<file path="config.mk">
export PLATFORM = sky130hd
export DESIGN_NAME = data_mem_access_unit
export DESIGN_NICKNAME = d
export VERILOG_FILES = /design/src/rtl/data_mem_access_unit.sv
export SDC_FILE = /design/constraint.sdc
export NUM_CORES = 1
export LEC_CHECK = 0
export CORE_ASPECT_RATIO = 2
export CORE_MARGIN = 3
export CORE_UTILIZATION = 41
export DETAILED_ROUTE_END_ITERATION = 8
export MAX_ROUTING_LAYER = met4
export PLACE_DENSITY = 0.83
export SKIP_CTS_REPAIR_TIMING = 1
export SLEW_MARGIN = 25
export SYNTH_ARGS = -nofsm -noshare
export SYNTH_HDL_FRONTEND = slang
export SYNTH_SLANG_ARGS = --single-unit
</file>
<file path="constraint.sdc">
create_clock -name clk -period 2.2 [get_ports clk]
set_input_delay 0.44 -clock clk [delete_from_list [all_inputs] [get_ports clk]]
set_output_delay 0.44 -clock clk [all_outputs]
set_load 0.05 [all_outputs]
</file>
<file path="src/rtl/data_mem_access_unit.sv">
// LOAD/STORE engine between the accumulator and data memory using DMAR as address.
// Optional request timeout is built only when DMEM_TIMEOUT_EN is defined.
module data_mem_access_unit #(
  parameter int DATA_W         = 8,
  parameter int D_ADDR_WIDTH   = 12,
  parameter int TIMEOUT_CYCLES = 15
) (
  input  logic                    clk,
  input  logic                    reset_n,
  input  logic                    load_req,
  input  logic                    store_req,
  input  logic [D_ADDR_WIDTH-1:0] dmar,
  input  logic [DATA_W-1:0]       acc_out,
  output logic [DATA_W-1:0]       acc_in,
  output logic                    acc_write_enable,
  output logic                    busy,
  output logic                    done,
  output logic                    mem_req,
  output logic                    mem_we,
  output logic [D_ADDR_WIDTH-1:0] mem_addr,
  output logic [DATA_W-1:0]       mem_wdata,
  input  logic [DATA_W-1:0]       mem_rdata,
  input  logic                    mem_ack,
  output logic                    mem_error
);

  // state    | meaning
  // IDLE     | waiting for load_req / store_req
  // ACCESS   | mem_req asserted, waiting for mem_ack (or timeout)
  // COMPLETE | one-cycle done pulse, accumulator write for a good load
  typedef enum logic [1:0] {
    IDLE     = 2'd0,
    ACCESS   = 2'd1,
    COMPLETE = 2'd2
  } state_t;

  state_t                  state_q, state_d;
  logic                    op_q, op_d;
  logic [D_ADDR_WIDTH-1:0] addr_q, addr_d;
  logic [DATA_W-1:0]       wdata_q, wdata_d;
  logic [DATA_W-1:0]       rdata_q, rdata_d;
  logic                    err_q, err_d;
  logic                    timeout;

`ifdef DMEM_TIMEOUT_EN
  localparam int CNT_W = $clog2(TIMEOUT_CYCLES + 1);
  logic [CNT_W-1:0] cnt_q, cnt_d;

  // The cycle that would bring the count to TIMEOUT_CYCLES is the last one allowed.
  assign timeout = (cnt_q == CNT_W'(TIMEOUT_CYCLES - 1)) && !mem_ack;
`else
  logic unused_timeout_cfg;
  assign unused_timeout_cfg = (TIMEOUT_CYCLES > 0);
  assign timeout = 1'b0;
`endif

  always_comb begin
    state_d = state_q;
    op_d    = op_q;
    addr_d  = addr_q;
    wdata_d = wdata_q;
    rdata_d = rdata_q;
    err_d   = err_q;
`ifdef DMEM_TIMEOUT_EN
    cnt_d   = cnt_q;
`endif
    case (state_q)
      IDLE: begin
        if (load_req || store_req) begin
          op_d    = store_req;
          addr_d  = dmar;
          wdata_d = acc_out;
          err_d   = 1'b0;
`ifdef DMEM_TIMEOUT_EN
          cnt_d   = '0;
`endif
          state_d = ACCESS;
        end
      end
      ACCESS: begin
        if (mem_ack) begin
          if (!op_q) begin
            rdata_d = mem_rdata;
          end
          state_d = COMPLETE;
        end else if (timeout) begin
          err_d   = 1'b1;
          state_d = COMPLETE;
        end
`ifdef DMEM_TIMEOUT_EN
        if (!mem_ack) begin
          cnt_d = cnt_q + 1'b1;
        end
`endif
      end
      COMPLETE: state_d = IDLE;
      default:  state_d = IDLE;
    endcase
  end

  always_ff @(posedge clk or negedge reset_n) begin
    if (!reset_n) begin
      state_q <= IDLE;
      op_q    <= 1'b0;
      addr_q  <= '0;
      wdata_q <= '0;
      rdata_q <= '0;
      err_q   <= 1'b0;
`ifdef DMEM_TIMEOUT_EN
      cnt_q   <= '0;
`endif
    end else begin
      state_q <= state_d;
      op_q    <= op_d;
      addr_q  <= addr_d;
      wdata_q <= wdata_d;
      rdata_q <= rdata_d;
      err_q   <= err_d;
`ifdef DMEM_TIMEOUT_EN
      cnt_q   <= cnt_d;
`endif
    end
  end

  assign busy             = (state_q != IDLE);
  assign mem_req          = (state_q == ACCESS);
  assign done             = (state_q == COMPLETE);
  assign acc_write_enable = (state_q == COMPLETE) && !op_q && !err_q;
  assign acc_in           = rdata_q;
  assign mem_we           = op_q;
  assign mem_addr         = addr_q;
  assign mem_wdata        = wdata_q;

`ifdef DMEM_TIMEOUT_EN
  assign mem_error = (state_q == COMPLETE) && err_q;
`else
  assign mem_error = 1'b0;
`endif

endmodule

</file>
==> summary.txt <==
Synthesis
  – Yosys warns: 0
  – Synth Area in Compound Gates: 1.89%
  – Mux contribution to synthesized area: a little over a quarter
  – Synth top area cells: dfrtp_1 62%, mux2_2 18%, mux2_4 9.6%
  – Cells after Synth: 76
  – Yosys top cell by area: dfrtp_1
  – Yosys cell types: 18
  – Syn Area/Cell: 16.5 um2
  – Synth Net Count: 109
  – Top-area cell type share of the netlist area: slightly above 60%
  – Xor-xnor portion of the synthesized cell area: 0%
  – Post-synthesis simple-gate area fraction: approximately 4.7%
  – Main combinational cell family by area after synthesis: multiplexers
  – Cell Area, Synth: 1260 um2
  – Sequential element share of the synthesized area: 61.7%
  – Synth Register Bits: 31
  – Adder-cell share of the synthesized area: 0%

Worst setup path
  – CP max FO: 4
  – RR Startpoint: state_q[0]$_DFFE_PN0P_
  – CP max stage delay: ~0.84 ns
  – Worst reg2reg path depth: 4
  – R2R setup slack: just over 0.6 ns
  – Setup crit start kind: flop
  – Kind of critical path: flop to output pin
  – R2r endpoint: mem_addr[0]$_DFFE_PN0P_
  – Worst setup EP type: output pin
  – WP buf/inv: 1
  – CP Cell Sequence: clkdlybuf4s50_1
  – CP max stage cell: clkdlybuf4s50_1
  – Critical path arrival: ~1.5 ns
  – Worst Path Required: ~1.8 ns
  – Crit path max-delay family: buffers and inverters

Min path
  – Hold path cells: 1
  – Hold Crit Class: flop to flop
  – WHS Endpoint: state_q[0]$_DFFE_PN0P_
  – Min-delay src: state_q[1]$_DFFE_PN0P_

Global route
  – All-Layer GR Usage: between 10% and 20%
  – First-pass GRT wire length: between 4 and 5 mm
  – Largest net degree at the start of global routing: 32
  – Gr ovfl total: 0
  – Initial antenna violation count: 0
  – Number of global-route vias before repair: a little over 900

STA
  – Slew Viols, Final: 0
  – PnR worst setup slack: about 0.23 ns
  – Minimum clock period after layout: ~2.0 ns
  – Final Cycle Share: between 80% and 90%
  – Fin Setup TNS: 0 ns
  – Worst slew pin tran: about 0.53 ns
  – F_max: just over 0.5 GHz
  – Hold Fails Final Rpt: 0
  – Setup-failing EPs final: 0
  – Worst Skew: 0.00592 ns
  – RSZ-0062 raised after global routing: no
  – Slew headroom: between 60% and 70%

Layout
  – Final net count: 179
  – Leading cell types in the layout, fill and taps excluded: 61 x clkdlybuf4s50_1, 31 x dfrtp_1, 20 x mux2_2
  – N_diodes: 0
  – Area grow syn2layout: 58.7%
  – Fraction of layout cells with a size suffix above 1: approximately 30%
  – Fillers: 218
  – Storage cell area: ~780 um2
  – Finished Cell Area: between 1500 and 2000 um2
  – Area of the multi-input gates: ~430 um2
  – Commonest non-fill, non-tap cell in the layout: clkdlybuf4s50_1

Power and ir drop
  – Leak: between 0.8 and 0.9 nW
  – Int Pwr: between 0.0015 and 0.002 W
  – Psw: between 0.0015 and 0.002 W
  – Power per cell area: approximately 1800 nW/um2
  – Net Sw Frac: about 47%
  – Combinational share of power: between 50 and 60%
  – Maximum vdd drop: 1.03 mV
  – Flop pwr share: 28.3%
  – Power, Total: 0.00357 W
  – Clk pwr share: approximately 12%

Clocking
  – CTS sink count: 31
  – CTS H-Tree Depth: 2
  – Latest clock arrival within the worst-skew pair: 0.27 ns
  – Maximum clock insertion buffer count: 2
  – Clock root buffer: clkbuf_8
  – CTS tree: done
  – Num CTS Buffers: 5
  – Clock-pin transition on the worst setup and hold timing paths: 0.06 ns

Placed design
  – Post-DP Area: roughly 1900 um2
  – DP HPWL: 2.26 mm
  – I/O Buffers: 65
  – Pre-CTS setup slack: roughly 0.31 ns
  – Final GP Congestion: 0.646

Floorplan
  – Total die area: around 3800 um2
  – Die extent in x: about 45 um
  – Core ar.: roughly 2800 um2
  – Die height: between 80 and 90 um
  – Initial Util: around 44%
  – Top Ports: between 60 and 70
  – Site row count: 27

Routing
  – DR WL/cell: approximately 16 um
  – DRC: 0
  – 1st-iter DRT viols: 6
  – First-pass DRT Iterations: 4
  – Vias per cell: about 4.9
  – Drt total wl: around 2.8 mm
  – Via count: roughly 860
  – ANT nets after route: 0

Run
  – # Max-Cap Violations: 0

Outcome
  – Status: finished clean
## through the flow
step	hold slack, ns	util [%]	std cells
2_1_floorplan	0.144	-	76
3_3_place_gp	0.487	67.2	168
3_5_place_dp	0.495	67.2	168
4_1_cts	0.507	70.2	175
5_1_grt	0.524	70.3	175
6_report	0.505	70.3	175
## cell families (layout without fill, tap and decap cells)
group                  after synthesis  in the layout
flip-flops                          31             31
multiplexers                        28             28
AND/OR/NAND/NOR                      8              8
buffers and inverters                5             75
AO/OA/AOI/OAI                        3              3
other                                1              1
## worst max path at each step
stage,startpoint,end,slack (ns),cells past startpoint
2_1_floorplan,state_q[0]$_DFFE_PN0P_,acc_write_enable,0.22,2
3_3_place_gp,mem_ack,acc_in[1]$_DFFE_PN0P_,0.35,4
3_5_place_dp,mem_ack,acc_in[6]$_DFFE_PN0P_,0.31,4
4_1_cts,state_q[0]$_DFFE_PN0P_,busy,0.05,3
5_1_grt,mem_we$_DFFE_PN0P_,mem_we,0.15,1
6_report,mem_we$_DFFE_PN0P_,mem_we,0.23,1
## cell usage after synthesis, drive strengths merged
cell    count
a22o        1
inv         1
and3b       1
clkbuf      2
and2b       2
nor2b       2
mux2       28
a211oi      1
nand2       1
nor3        1
o21a        1
nor2        1
conb        1
buf         2
dfrtp      31
## metal layers
metal	routed length [um]	GRT usage [%]	up-vias	part of all wire [%]
met3	147	3.65	4	5.2
met4	48	5.87	0	1.7
met5	0	-	-	0
li1	-	-	399	-
met2	1620	27.8	32	57
met1	1010	18.7	427	36
## flip-flops by register name (all words and copies together) (netlist names)
signal	count
mem_we	1
acc_in	8
mem_wdata	8
state_q	2
mem_addr	12
## power groups by stage
| stage | Clock, W | Sequential, W | Combinational, W |
|---|---|---|---|
| global placement | 0 | 0.00100 | 0.00212 |
| finish | 0.000435 | 0.00101 | 0.00213 |
| detailed placement | 0 | 0.00102 | 0.00215 |
| CTS | 0.000444 | 0.00102 | 0.00215 |
| floorplan | 0 | 0.00195 | 0.000495 |
| global route | 0.000476 | 0.00105 | 0.00220 |
## final cells by class
cell class | instances | area share (%)
clock buffer | 6 | 4.14
multi-input combinational | 40 | 21.6
sequential | 31 | 38.9
clock inverter | 1 | 0.251
inverter | 1 | 0.188
tap | 29 | 1.82
timing repair buffer | 67 | 33.1
(Power assumes the default switching activity.)
